`src/rtl/aurora_router_pkg.sv`:
```
// Shared constants and types for the Aurora TX routing path.
// Beat geometry: a 1034-bit DFX word is carried as 55 payload bits per
// 64-bit beat, so one frame is ceil(1034/55) = 19 beats.
package aurora_router_pkg;

  function automatic int ceil_div(input int num, input int den);
    return (num + den - 1) / den;
  endfunction

  localparam int AURORA_DATA_WIDTH = 64;
  localparam int DFX_WORD_WIDTH    = 1034;
  localparam int BEAT_HDR_WIDTH    = 9;
  localparam int BEAT_PAYLOAD_WIDTH = AURORA_DATA_WIDTH - BEAT_HDR_WIDTH;
  localparam int NUMBER_PACKET     = ceil_div(DFX_WORD_WIDTH, BEAT_PAYLOAD_WIDTH);

  typedef enum logic [1:0] {
    IDLE   = 2'd0,
    LOAD   = 2'd1,
    STREAM = 2'd2
  } arb_state_t;

endpackage

```
`src/rtl/rr_priority_picker.sv`:
```
// Purpose : combinational round-robin picker; first set req bit at or after
//           ptr, searching cyclically upward.
// Latency : zero (pure combinational). Backpressure: none, stateless.
// Ports   : req[N_PORTS] requests, ptr start index -> pick (one-hot),
//           pick_idx (binary index of pick), any (some request present).
module rr_priority_picker
  import aurora_router_pkg::*;
#(
  parameter int N_PORTS = 4,
  parameter int IDX_W   = (N_PORTS > 1) ? $clog2(N_PORTS) : 1
) (
  input  logic [N_PORTS-1:0] req,
  input  logic [IDX_W-1:0]   ptr,
  output logic [N_PORTS-1:0] pick,
  output logic [IDX_W-1:0]   pick_idx,
  output logic               any
);

  always_comb begin
    pick     = '0;
    pick_idx = '0;
    any      = 1'b0;
    for (int off = 0; off < N_PORTS; off++) begin
      if (!any && req[(int'(ptr) + off) % N_PORTS]) begin
        any = 1'b1;
        pick[(int'(ptr) + off) % N_PORTS] = 1'b1;
        pick_idx = IDX_W'((int'(ptr) + off) % N_PORTS);
      end
    end
  end

endmodule

```
`src/rtl/aurora_tx_arbiter.sv`:
```
// Purpose : round-robin share of one Aurora TX lane between N_PORTS
//           encapsulators; one frame (NUMBER_PACKET beats) per grant.
// Latency : request->load grant 1 cycle, beats start the cycle after;
//           datapath port_* -> tx_* is combinational (only the select is held).
// Backpr. : port_ready of the owner follows tx_tready combinationally; a
//           source stall longer than TIMEOUT_CYCLES aborts the frame.
// Ports   : port_req/port_gnt load handshake, port_valid/port_data/port_ready
//           beat stream per port, tx_tdata/tvalid/tlast/tready lane side,
//           busy, frame_done and timeout_err status pulses.
module aurora_tx_arbiter
  import aurora_router_pkg::*;
#(
  parameter int N_PORTS           = 4,
  parameter int AURORA_DATA_WIDTH = aurora_router_pkg::AURORA_DATA_WIDTH,
  parameter int NUMBER_PACKET     = aurora_router_pkg::NUMBER_PACKET,
  parameter int TIMEOUT_CYCLES    = 64
) (
  input  logic                                 clk,
  input  logic                                 rst_n,
  input  logic [N_PORTS-1:0]                   port_req,
  output logic [N_PORTS-1:0]                   port_gnt,
  input  logic [N_PORTS-1:0]                   port_valid,
  input  logic [N_PORTS*AURORA_DATA_WIDTH-1:0] port_data,
  output logic [N_PORTS-1:0]                   port_ready,
  output logic [AURORA_DATA_WIDTH-1:0]         tx_tdata,
  output logic                                 tx_tvalid,
  output logic                                 tx_tlast,
  input  logic                                 tx_tready,
  output logic                                 busy,
  output logic                                 frame_done,
  output logic                                 timeout_err
);

  localparam int IDX_W   = (N_PORTS > 1) ? $clog2(N_PORTS) : 1;
  localparam int BEAT_W  = (NUMBER_PACKET > 1) ? $clog2(NUMBER_PACKET) : 1;
  localparam int STALL_W = (TIMEOUT_CYCLES > 1) ? $clog2(TIMEOUT_CYCLES) : 1;

  localparam logic [BEAT_W-1:0]  LAST_BEAT   = BEAT_W'(NUMBER_PACKET - 1);
  localparam logic [STALL_W-1:0] STALL_LIMIT = STALL_W'(TIMEOUT_CYCLES - 1);
  localparam logic [IDX_W-1:0]   LAST_PORT   = IDX_W'(N_PORTS - 1);

  arb_state_t          state_q, state_d;
  logic [IDX_W-1:0]    gidx_q, gidx_d;
  logic [N_PORTS-1:0]  gnt_oh_q, gnt_oh_d;
  logic [IDX_W-1:0]    rr_ptr_q, rr_ptr_d;
  logic [BEAT_W-1:0]   beat_cnt_q, beat_cnt_d;
  logic [STALL_W-1:0]  stall_cnt_q, stall_cnt_d;
  logic                frame_done_q, frame_done_d;
  logic                timeout_err_q, timeout_err_d;

  logic [N_PORTS-1:0]  pick;
  logic [IDX_W-1:0]    pick_idx;
  logic                pick_any;

  logic [AURORA_DATA_WIDTH-1:0] sel_data;
  logic                         sel_valid;

  rr_priority_picker #(
    .N_PORTS (N_PORTS),
    .IDX_W   (IDX_W)
  ) u_picker (
    .req      (port_req),
    .ptr      (rr_ptr_q),
    .pick     (pick),
    .pick_idx (pick_idx),
    .any      (pick_any)
  );

  assign sel_data  = port_data[int'(gidx_q) * AURORA_DATA_WIDTH +: AURORA_DATA_WIDTH];
  assign sel_valid = port_valid[gidx_q];

  assign busy        = (state_q != IDLE);
  assign frame_done  = frame_done_q;
  assign timeout_err = timeout_err_q;

  always_comb begin
    state_d       = state_q;
    gidx_d        = gidx_q;
    gnt_oh_d      = gnt_oh_q;
    rr_ptr_d      = rr_ptr_q;
    beat_cnt_d    = beat_cnt_q;
    stall_cnt_d   = stall_cnt_q;
    frame_done_d  = 1'b0;
    timeout_err_d = 1'b0;
    port_gnt      = '0;
    port_ready    = '0;
    tx_tdata      = '0;
    tx_tvalid     = 1'b0;
    tx_tlast      = 1'b0;

    case (state_q)
      IDLE: begin
        if (pick_any) begin
          gidx_d   = pick_idx;
          gnt_oh_d = pick;
          state_d  = LOAD;
        end
      end

      LOAD: begin
        port_gnt    = gnt_oh_q;
        // Pointer moves past the winner so a port re-requesting right at the
        // end of its frame queues behind everyone else in rotation.
        rr_ptr_d    = (gidx_q == LAST_PORT) ? '0 : gidx_q + 1'b1;
        beat_cnt_d  = '0;
        stall_cnt_d = '0;
        state_d     = STREAM;
      end

      STREAM: begin
        tx_tdata   = sel_data;
        tx_tvalid  = sel_valid;
        tx_tlast   = sel_valid && (beat_cnt_q == LAST_BEAT);
        port_ready = tx_tready ? gnt_oh_q : '0;

        if (sel_valid && tx_tready) begin
          stall_cnt_d = '0;
          if (beat_cnt_q == LAST_BEAT) begin
            state_d      = IDLE;
            frame_done_d = 1'b1;
          end else begin
            beat_cnt_d = beat_cnt_q + 1'b1;
          end
        end else if (tx_tready) begin
          // The TIMEOUT_CYCLES-th stall cycle is the abort cycle itself, so
          // the counter never has to hold the value TIMEOUT_CYCLES.
          // Cycles with tx_tready low are lane backpressure and leave it alone.
          if (stall_cnt_q == STALL_LIMIT) begin
            state_d       = IDLE;
            timeout_err_d = 1'b1;
          end else begin
            stall_cnt_d = stall_cnt_q + 1'b1;
          end
        end
      end

      default: state_d = IDLE;
    endcase
  end

  always_ff @(posedge clk or negedge rst_n) begin
    if (!rst_n) begin
      state_q       <= IDLE;
      gidx_q        <= '0;
      gnt_oh_q      <= '0;
      rr_ptr_q      <= '0;
      beat_cnt_q    <= '0;
      stall_cnt_q   <= '0;
      frame_done_q  <= 1'b0;
      timeout_err_q <= 1'b0;
    end else begin
      state_q       <= state_d;
      gidx_q        <= gidx_d;
      gnt_oh_q      <= gnt_oh_d;
      rr_ptr_q      <= rr_ptr_d;
      beat_cnt_q    <= beat_cnt_d;
      stall_cnt_q   <= stall_cnt_d;
      frame_done_q  <= frame_done_d;
      timeout_err_q <= timeout_err_d;
    end
  end

endmodule

```
`config.mk`:
```
export PLATFORM = sky130hd
export DESIGN_NAME = aurora_tx_arbiter
export DESIGN_NICKNAME = d
export VERILOG_FILES = /design/src/rtl/aurora_router_pkg.sv /design/src/rtl/rr_priority_picker.sv /design/src/rtl/aurora_tx_arbiter.sv
export SDC_FILE = /design/constraint.sdc
export NUM_CORES = 1
export LEC_CHECK = 0
export CAP_MARGIN = 20
export CORE_AREA = 8 8 127 129
export CTS_CLUSTER_DIAMETER = 50
export DETAILED_ROUTE_END_ITERATION = 10
export DIE_AREA = 0 0 135 137
export HOLD_SLACK_MARGIN = 0.06
export PLACE_DENSITY = 0.67
export SLEW_MARGIN = 0
export SYNTH_ARGS = -nofsm -noshare
export SYNTH_HDL_FRONTEND = slang
export SYNTH_SLANG_ARGS = --single-unit
```
`constraint.sdc`:
```
create_clock -name clk -period 2.52 [get_ports clk]
set_input_delay 0.63 -clock clk [delete_from_list [all_inputs] [get_ports clk]]
set_output_delay 0.63 -clock clk [all_outputs]
set_load 0.01 [all_outputs]
```
======== After elaboration in Yosys (flattened, before gate mapping) ========
Cells that the tools add are included.
W data, S select, Z words.
storage, ports and cells
  register bits ........................... 23
  latch bits .............................. 0
  memory bits (writable) .................. 0
  ROM bits ................................ 0
  word-level logic and storage cells ...... 124
  memories kept ........................... 0
operators by class
  add/sub/neg operators ................... 6
  multiply operators ...................... 0
  divide/modulo/power cells ............... 0
  $lt $le $gt $ge ......................... 9
  eq/ne operators ......................... 12
  shift operators ......................... 1
  muxes and demuxes ....................... 60
  bitwise gates (word level) .............. 6
  reductions and logical operators ........ 22
operator list
  kind                   count
  $shiftx A256 B9 Y64    1
  $mux W64               1
  $mux W4                7
  $mux W1                25
  $mux W2                10
  $mux W6                3
  $lt A3 B4 Y1 const B   3
  $ne A3 B3 Y1 const B   4
  $or A4 B4 Y4           3
  $pmux W6 S2            1
  $bmux W1 S2            5
  $mux W5                2
  $pmux W5 S2            1
  $ge A3 B1 Y1 const B   3
  $logic_and A1 B1 Y1    9
  $demux W1 S2           4
  $add A6 B1 Y6 const B  1
  $eq A6 B6 Y1 const B   1
  $lt A2 B3 Y1 const B   2
  $ne A2 B2 Y1 const B   3
  $pmux W2 S3            1
  $reduce_and A3 Y1      2
  $reduce_or A2 Y1       3
  $add A5 B1 Y5 const B  1
  12 further kinds       20

======== Longest topological paths before layout ========
Gate-level depths: netlist (run 1).
  depth after elaboration ................. 16
  mapped depth ............................ 8
  mapped depth without buffers ............ 6

======== By module ========
From an unflattened synthesis (run 1), not the netlist that was laid out.
second synthesis, totals
  cells, all modules ...................... 314
  area, all modules ....................... 3562.2 um2
modules (own cells, without submodules)
  module              instances  cells each  area each (um2)
  aurora_tx_arbiter   1          269         3143.0
  rr_priority_picker  1          45          419.2

======== Worst setup path after synthesis (run 1) ========
No wires, ideal clock.
  kind .................................... reg-to-output
  from .................................... register gidx_q[0]
  to ...................................... output port tx_tdata[25]
  arrival time ............................ 1720 ps
  data required time ...................... 1890 ps
  setup slack ............................. 170 ps
  stages on the path, launching flop included .. 6
  cells stage by stage .................... dfrtp_1 -> buf_2 -> buf_2 -> buf_2 -> mux4_2 -> and2_1
on the way
  word-level cells in the longest chain between the ends .. 2
ends and longest elaborated chain
  item                      RTL line                  text
  start: declaration        aurora_tx_arbiter.sv:43   logic [IDX_W-1:0] gidx_q, gidx_d;
  start signal: assignment  aurora_tx_arbiter.sv:153  gidx_q <= gidx_d;
  $shiftx A256 B9 Y64       aurora_tx_arbiter.sv:69   assign sel_data = port_data[int'(gidx_q) * AURORA_DATA_WIDTH +: AURORA_DATA_WIDTH];
  $mux W64                  aurora_tx_arbiter.sv:91   case (state_q)
  end: declaration          aurora_tx_arbiter.sv:25   output logic [AURORA_DATA_WIDTH-1:0] tx_tdata,
Every way passes these cells.

======== Worst setup path in the final report (run 1) ========
  from .................................... register gidx_q[0]
  to ...................................... output port tx_tdata[6]
Same word-level chain as after synthesis.

==> impl_metrics.json, run 1 <==
{
  "initial_core_util": 0.260,
  "synthTopCellsByCount": "and2_1, mux4_2, dfrtp_1",
  "hold_path.class": "flip-flop to flip-flop",
  "ys_types": 54,
  "wl_per_cell_um": 26.5,
  "total_power_mw": 7.02,
  "critPathSlowestCell": "dfrtp_4",
  "dpl_worst_slack_ns": -0.459,
  "final_layout_size_suffix_gt1_frac": 0.354,
  "wirelength_mm": 23.7,
  "grt_pass1_vias": 4851,
  "portBuffers": 343,
  "syn_inst": 341,
  "r2r-end": "gnt_oh_q[0]",
  "max_freq_mhz": 383,
  "vias": 4595,
  "grt_max_degree": 44,
  "synth_edf_count": 0,
  "ys_seq_area_frac": 0.156,
  "ctsLongestPathBuffers": 2,
  "die_y_um": 137,
  "cp.arrival_ns": 1.98,
  "synthToLayoutAreaGrowth_pct": 117,
  "final_util": 0.564,
  "ys.flop_type": "dfrtp_1",
  "powerDensity_nw_per_um2": 876,
  "cp-end-kind": "output pin",
  "clock_latency_ns": 0.25,
  "cts_max_level": 1,
  "synth_top_area_share": 0.415,
  "drv_cap": 0,
  "path_class": "flip-flop to output pin",
  "tightest_slew_ns": 0.462,
  "cts_sinks": 23,
  "crit_path_start_kind": "flip-flop",
  "core-area_um2": 14200,
  "place.gp.congestion": 0.969,
  "vias_per_cell": 5.14,
  "ys_ff_latch": 23,
  "p_leak_nw": 3.26,
  "max_slew_margin": 0.692,
  "outcome": "finished, violations left",
  "ys_top_cells_by_area": "mux4_2, dfrtp_1, and2_1, ha_1, clkbuf_1",
  "hold_start": "beat_cnt_q[0]",
  "dr.pass1.iters": 5,
  "overflow": 0,
  "r2r_start": "rr_ptr_q[0]",
  "die-area_um2": 18500,
  "yosys_warnings": 0,
  "ant_nets": 0,
  "grt_first_pass_wirelength_mm": 33.2,
  "hpwl_mm": 19.9,
  "violations": "negative setup slack",
  "final_nets": 986,
  "netlist_area_um2": 3690,
  "post-route-drc-count": 0,
  "row_count": 44,
  "holdWs_ns": 0.524,
  "fin_ws_ns": -0.0918,
  "final_hold_viol_count": 0,
  "grt.total_usage": 0.240,
  "synth.avg_cell_area_um2": 10.8,
  "path_clk_slew_ns": 0.06,
  "nFillCells": 1242,
  "drt_iter0_markers": 210,
  "crit_chain": "buf_12 -> buf_12 -> buf_6 -> mux4_2 -> and2_4 -> buf_6",
  "syn_nets": 617,
  "critPathBufInv": 4,
  "cts_made_buffers": 3,
  "layout_min_cycle_time_ns": 2.61,
  "cts-root-buf": "clkbuf_16",
  "fin_crit_sh": 1.04,
  "synth_top_area_cell": "mux4_2",
  "critPathTopFamily": "flip-flops",
  "rsz0062_at_grt": "yes",
  "vdd_ir_drop_max_v": 0.000449,
  "max_stage_delay_ns": 0.54,
  "hold_depth": 1,
  "synth.most_common_cell": "and2_1",
  "rr_worst_depth": 6,
  "io_pins": 344,
  "min_to": "beat_cnt_q[0]",
  "finalSetupViolCount": 16,
  "ys_async_sr_fraction": 1.00,
  "slew_violations": 0,
  "cp.required_ns": 1.89,
  "path_max_fanout": 6,
  "cts_tree": "done",
  "rrSetupSlack_ns": 0.41,
  "fin_skew_ns": 0.00203,
  "fp.dieW_um": 135,
  "antenna_found_initial": 2
}
where the power goes:
part / total, mW / switching, mW / internal, mW / leakage [nW]
Combinational: 6.09 / 2.56 / 3.53 / 2.92
Clock: 0.336 / 0.121 / 0.216 / 0.0382
Sequential: 0.592 / 0.119 / 0.473 / 0.304
worst max path at each step:
stage / cells after the start / startpoint / end
floorplan: 5 / gidx_q[0] / tx_tdata[25]
global placement: 4 / port_data[200] / tx_tdata[8]
detailed placement: 5 / port_valid[3] / tx_tlast
CTS: 7 / gidx_q[0] / tx_tdata[62]
global route: 6 / gidx_q[0] / tx_tdata[6]
finish: 6 / gidx_q[0] / tx_tdata[6]
metal layers:
layer  global-route usage  share of wire  vias to the layer above
met2                0.404           0.49                      242
met3                0.114           0.13                       16
li1                     -              -                     2067
met4               0.0259         0.0099                        2
met5                    0        0.00038                        -
met1                0.281           0.37                     2268
layout make-up:
class / instances / area [um2] / share of cell area
Antenna cell: 1 / 2.50 / 0.000312
Clock buffer: 4 / 78.8 / 0.00984
Inverter: 8 / 30.0 / 0.00375
Multi-Input combinational cell: 275 / 3050 / 0.380
Sequential cell: 23 / 581 / 0.0725
Tap cell: 184 / 230 / 0.0287
Timing Repair Buffer: 399 / 4040 / 0.505
timing repair:
action / 4_1_cts / 5_1_grt
setup buffers: 21 / 3
endpoints found under the hold margin: 0 / 0
setup endpoints to repair: 70 / 51
pin swaps: 21 / 11
hold buffers: 0 / 0
gates resized for setup: 341 / 65
gates cloned: 5 / 0
stage by stage:
stage	instances	TNS [ns]	instance area, um2
after global placement	863	-20.54	7550
final	894	-0.573	8010
after detailed placement	863	-20.78	7550
after floorplan	341	0	3690
after global routing	894	-1.69	8010
after CTS	893	-1.66	7860
cells by family after synthesis:
| logic type | after synthesis | share of synthesized area |
|---|---|---|
| AOI/OAI and AO/OA | 48 | 0.0991 |
| xor gates and xnor gates | 3 | 0.00712 |
| adders and majority gates | 9 | 0.0305 |
| buffers and inverters | 43 | 0.0505 |
| DFF | 23 | 0.156 |
| muxes | 76 | 0.438 |
| and+or+nand+nor | 139 | 0.219 |
state kept, by name, indices dropped and copies added (netlist names):
name	count
state_q	2
frame_done	1
rr_ptr_q	2
stall_cnt_q	6
gidx_q	2
beat_cnt_q	5
gnt_oh_q	4
timeout_err	1
placed cells by master (no fill, tap or decap), types with 7 or more instances in the layout:
cell type,netlist,final
dfrtp_1,23,21
buf_2,13,24
nand2_1,16,16
buf_12,0,12
nand3_1,11,11
inv_1,7,7
o21ai_0,8,8
and2_1,73,32
clkdlybuf4s50_1,0,267
buf_4,0,29
nor2_1,13,13
buf_6,1,48
and2_4,0,41
dlygate4sd2_1,0,9
ha_1,9,9
mux4_2,68,68
No activity file was read; power rests on OpenSTA's default activity.
==> run 2: changes to the inputs <==
Settings changed: SLEW_MARGIN 0 to 40.
==> results of run 2 <==
Final layout, timing and power as in run 1 (identical DEF).
==> patch 1 (config.mk and constraints of run 2) <==
Change the package constant `DFX_WORD_WIDTH` from 1034 to 517.
--- a/src/rtl/aurora_router_pkg.sv
+++ b/src/rtl/aurora_router_pkg.sv
@@ -8,7 +8,7 @@
   endfunction
 
   localparam int AURORA_DATA_WIDTH = 64;
-  localparam int DFX_WORD_WIDTH    = 1034;
+  localparam int DFX_WORD_WIDTH    = 517;
   localparam int BEAT_HDR_WIDTH    = 9;
   localparam int BEAT_PAYLOAD_WIDTH = AURORA_DATA_WIDTH - BEAT_HDR_WIDTH;
   localparam int NUMBER_PACKET     = ceil_div(DFX_WORD_WIDTH, BEAT_PAYLOAD_WIDTH);
Function: no difference found for any inputs over 4 cycles, from zero or initial values and one cycle with rst_n low; that may be too few to reach the edited logic, so the function may still have changed.
==> patch 1 against run 2 <==
  * The run still ends with negative setup slack left
  * Via count shrank 3.4%
  * Register-to-register slack lost 110 ps
  * Core utilization shrank 2.1 points
  * Synthesized cell count shrank 6.2%
  * Final area shrank 3.7%
  * Routed wire length shrank 7.1%
  * Non-clock buffer count shrank 10
  * Total power shrank 4.3%
  * Global-route usage shrank 1.8 points
  * Synthesized area shrank 4.4%
  * Sequential cell count shrank 1
  * Worst setup slack gained 77 ps
  * Sequential power grew 0.8%
  * Largest power group unchanged
==> patch 1: results (changes against run 2) <==
{| class="wikitable"
! Metric !! Value
|-
| List of most frequent post-synthesis cells || and2_1 (71), mux4_2 (67), dfrtp_1 (22), clkbuf_1 (17), buf_2 (14)
|-
| Complex-gate fraction of the synthesized area || 9.968% (+0.063 points)
|-
| Synth Area in Adders || 3.193% (+0.14 points)
|-
| Minimum setup slack after placement || -466.5 ps (-7.549 ps)
|-
| Iter 0 DRT Violations || 206 (-1.9%)
|-
| Family with the most delay on the worst path || buffers and inverters
|-
| Placed Area || 7305 sq um (-3.2%)
|-
| Sequential share of the synthesized area || 15.61% (about the same)
|-
| All-Layer GR Usage || 22.20% (-1.8 points)
|-
| Routing usage on met1 || 25.12% (-3.0 points)
|-
| Post-Synthesis Net Count || 596 (-3.4%)
|-
| Arrival time of data at the critical path endpoint || 1910 ps (-70 ps)
|-
| Run status || complete, but fails checks
|-
| Number of global-route vias before repair || 4,684 (-3.4%)
|-
| Count of final setup violators || 5 (-11)
|-
| Leakage Power || 0.003179 uW (-2.4%)
|-
| Violated checks || negative setup slack
|-
| Drt wl/cell || 25.40 um (-4.1%)
|-
| Area share of xor/xnor cells in the synthesized design || 0.2483% (-0.46 points)
|-
| Power consumed by combinational cells || 5740 uW (-5.7%)
|-
| Final setup margin || -15.17 ps (+76.62 ps)
|-
| Avg Cell Area, Syn || 11.02 sq um (+1.9%)
|-
| Final Total Pwr || 6714 uW (-4.3%)
|-
| Routability congestion estimate from global placement || 0.9259 (-4.5%)
|-
| Leading registers by flop count || stall_cnt_q: 6 flops, beat_cnt_q: 4 flops, gnt_oh_q: 4 flops
|-
| Relative contribution of sequential cells to total power || 8.9% (+0.5 points)
|-
| Leading cell types by total area after synthesis || mux4_2 (43%), dfrtp_1 (16%), and2_1 (13%)
|-
| Maximum VDD drop || 667.7 uV (+49%)
|-
| Worst-Margin Slew || 401.0 ps (-60.52 ps)
|-
| Max FO, Critical Path || 11 (+5)
|-
| TNS Setup || -37.84 ps (+534.9 ps)
|-
| Worst path max stage delay || 520 ps (-20 ps)
|}
-- patch 1: cell count changes after synthesis, sizes merged, moves of 4 or more --
| cell | change |
|---|---|
| a2bb2oi | +4 |
| nand3 | -7 |
| a221oi | +4 |
| and3 | +5 |
| a21oi | -5 |
| nor2 | -7 |
| nand3b | -4 |
| o21ai | +8 |
-- patch 1: cells by family (layout without fill, tap and decap cells) --
family / count (synthesis) / in the layout
buf+inv: 40 / 400
simple gates: 124 / 124
other cells: 0 / 2
xor+xnor: 1 / 1
flops: 22 / 22
fa+ha+maj: 9 / 9
compound gates: 50 / 50
mux: 74 / 74
-- patch 1: per-layer routing --
metal / vias up / part of all wire (%)
met2: 194 / 53
met1: 2235 / 37
met3: 34 / 8.3
met5: - / 0.10
li1: 1973 / -
met4: 4 / 1.8
-- patch 1: area by class of cell --
class	count	area [sq um]
fillers	1270	6487
repair buffers	389	3911
multi-input cells	258	2899
flip-flops and latches	22	555.5
well taps	184	230.2
clock buffers	4	88.84
inverters	7	26.28
diodes	2	5.005
-- patch 1: repair_timing --
item	CTS	global route
gates cloned	5	1
hold buffers	0	0
pin swaps	19	16
gates resized for setup	321	44
endpoints found under the setup margin	70	49
setup buffers	11	9
-- patch 1: worst paths after layout --
check	startpoint	end	slack, ps	cells past startpoint
worst max-delay path	gidx_q[0]	tx_tdata[11]	-20	6
worst min register to register	beat_cnt_q[3]	beat_cnt_q[3]	520	1
min in group asynchronous	rst_n	stall_cnt_q[3]	730	2
max in group asynchronous	rst_n	gidx_q[0]	1530	2
worst min-delay path	beat_cnt_q[3]	beat_cnt_q[3]	520	1
worst max register to register	rr_ptr_q[0]	gnt_oh_q[3]	300	8
==> patch 2 (settings of run 2) <==
Made on the original files. Re-encode `arb_state_t` (3 states) as one-hot, 3 bits wide.
--- a/src/rtl/aurora_router_pkg.sv
+++ b/src/rtl/aurora_router_pkg.sv
@@ -13,10 +13,10 @@
   localparam int BEAT_PAYLOAD_WIDTH = AURORA_DATA_WIDTH - BEAT_HDR_WIDTH;
   localparam int NUMBER_PACKET     = ceil_div(DFX_WORD_WIDTH, BEAT_PAYLOAD_WIDTH);
 
-  typedef enum logic [1:0] {
-    IDLE   = 2'd0,
-    LOAD   = 2'd1,
-    STREAM = 2'd2
+  typedef enum logic [2:0] {
+    IDLE   = 3'b001,
+    LOAD   = 3'b010,
+    STREAM = 3'b100
   } arb_state_t;
 
 endpackage
Behaviour: same outputs for any inputs over 4 cycles, from zero or initial values and one cycle with rst_n low; so few cycles prove little.
==> patch 2 against run 2 <==
  * The run still ends with negative setup slack left
  * Sequential cell count is 1 higher
  * Register-to-register slack worse by 140 ps
  * Final area is 0.25% lower
  * Non-clock buffer count is 5 higher
  * Routed wire length grew 1.1%
  * Total power fell by 20%
  * Critical path type unchanged
  * Synthesized area increased by 4.6%
  * First-iteration DRC count up 9.5%
  * Worst setup slack improved by 50 ps
==> patch 2: results (changes against run 2) <==
{| class="wikitable"
! Metric !! Value
|-
| Run status || complete, but fails checks
|-
| Violated checks || negative setup slack
|-
| Relative area of non-clock buffer cells in the final design || 48.82% (-1.7 points)
|-
| TNS Setup || -199.2 ps (+373.5 ps)
|-
| Count of sequential standard cells || 24 (+4.3%)
|-
| Met1 Routed Length || 9771 um (+10%)
|-
| Leading cell types by total area after synthesis || mux4_2 (40%), dfrtp_1 (15%), and2_1 (11%)
|-
| Post-route clock skew || 2.590 ps (+0.5560 ps)
|-
| Synth Area in Adders || 2.919% (-0.13 points)
|-
| Fraction of layout instances using a drive strength above 1 || 34.81% (-0.60 points)
|-
| Met2 track demand over resource || 41.61% (+1.2 points)
|-
| Relative slew margins || 72.72% (+3.5 points)
|-
| Number of setup buffers added after CTS || 12 (-43%)
|-
| Routing usage on met1 || 30.72% (+2.6 points)
|-
| Sequential share of the synthesized area || 15.60% (about the same)
|-
| Area occupied by multi-input gates || 3134 sq um (+2.9%)
|-
| Sequential share of cell area || 7.609% (+0.36 points)
|-
| Post-CTS Resized || 301 (-12%)
|-
| Nets || 1,001 (+1.5%)
|-
| Number of combinational gates with multiple inputs || 285 (+3.6%)
|-
| Cell variety after synth || 56 (+3.7%)
|-
| Maximum number of pins on one net before global-route repair || 37 (-16%)
|-
| Placed Area || 7740 sq um (+2.6%)
|-
| Routability congestion estimate from global placement || 0.9641 (-0.54%)
|-
| List of most frequent post-synthesis cells || and2_1 (70), mux4_2 (68), dfrtp_1 (23), clkbuf_1 (18), nand2_1 (17)
|-
| Global routing met3 resource utilization || 7.379% (-4.0 points)
|-
| Count of final setup violators || 10 (-6)
|-
| Inverters || 7 (-1)
|-
| Multiplexer share of the synthesized area || 43.85% (+0.095 points)
|-
| Global-route wire length before repair || 34,080 um (+2.5%)
|-
| Metal3 WL || 2261 um (-25%)
|-
| Avg Cell Area, Syn || 11.02 sq um (+1.9%)
|-
| Area share of xor/xnor cells in the synthesized design || 1.135% (+0.42 points)
|-
| Relative contribution of sequential cells to total power || 11.5% (+3.1 points)
|-
| Vias per inst || 5.288 (+2.9%)
|-
| Complex-gate fraction of the synthesized area || 8.693% (-1.2 points)
|-
| Switching share of total power || 39.03% (-0.84 points)
|-
| Estimated wirelength of the detail-placed design || 19,950 um (+0.29%)
|-
| Power in the clock group || 376 uW (+12%)
|-
| Number of global-route vias before repair || 5,121 (+5.6%)
|-
| Final setup margin || -41.97 ps (+49.82 ps)
|-
| Total wirelength of the detailed-routed design || 23,940 um (+1.1%)
|-
| Post-Synthesis Net Count || 626 (+1.5%)
|-
| Leakage Power || 0.003353 uW (+2.9%)
|}
==> patch 2: cell count changes after synthesis, sizes merged, moves of 4 or more <==
cell	change
a21oi	-6
a22oi	+5
a311o	-4
mux2i	+4
nand2	+6
nand2b	+5
nand3	-7
nand3b	-6
nor3b	+6
o22ai	+7
o31ai	-4
==> patch 2: worst paths after layout <==
| path | from | to | slack (ps) | cells after the start |
|---|---|---|---|---|
| worst min-delay path | gnt_oh_q[1] | gnt_oh_q[1] | 520 | 2 |
| worst max-delay path | gidx_q[0] | tx_tdata[41] | -40 | 6 |
| max in group asynchronous | rst_n | state_q[0] | 1490 | 2 |
| worst min register to register | gnt_oh_q[1] | gnt_oh_q[1] | 520 | 2 |
| min in group asynchronous | rst_n | stall_cnt_q[4] | 740 | 2 |
| worst max register to register | rr_ptr_q[0] | gnt_oh_q[3] | 270 | 8 |
==> patch 2: critical path, stage by stage, from the launching register on <==
cell,delay [ps]
dfrtp_4,510
buf_12,160
buf_16,140
buf_6,120
mux4_2,420
and2_4,190
buf_6,110
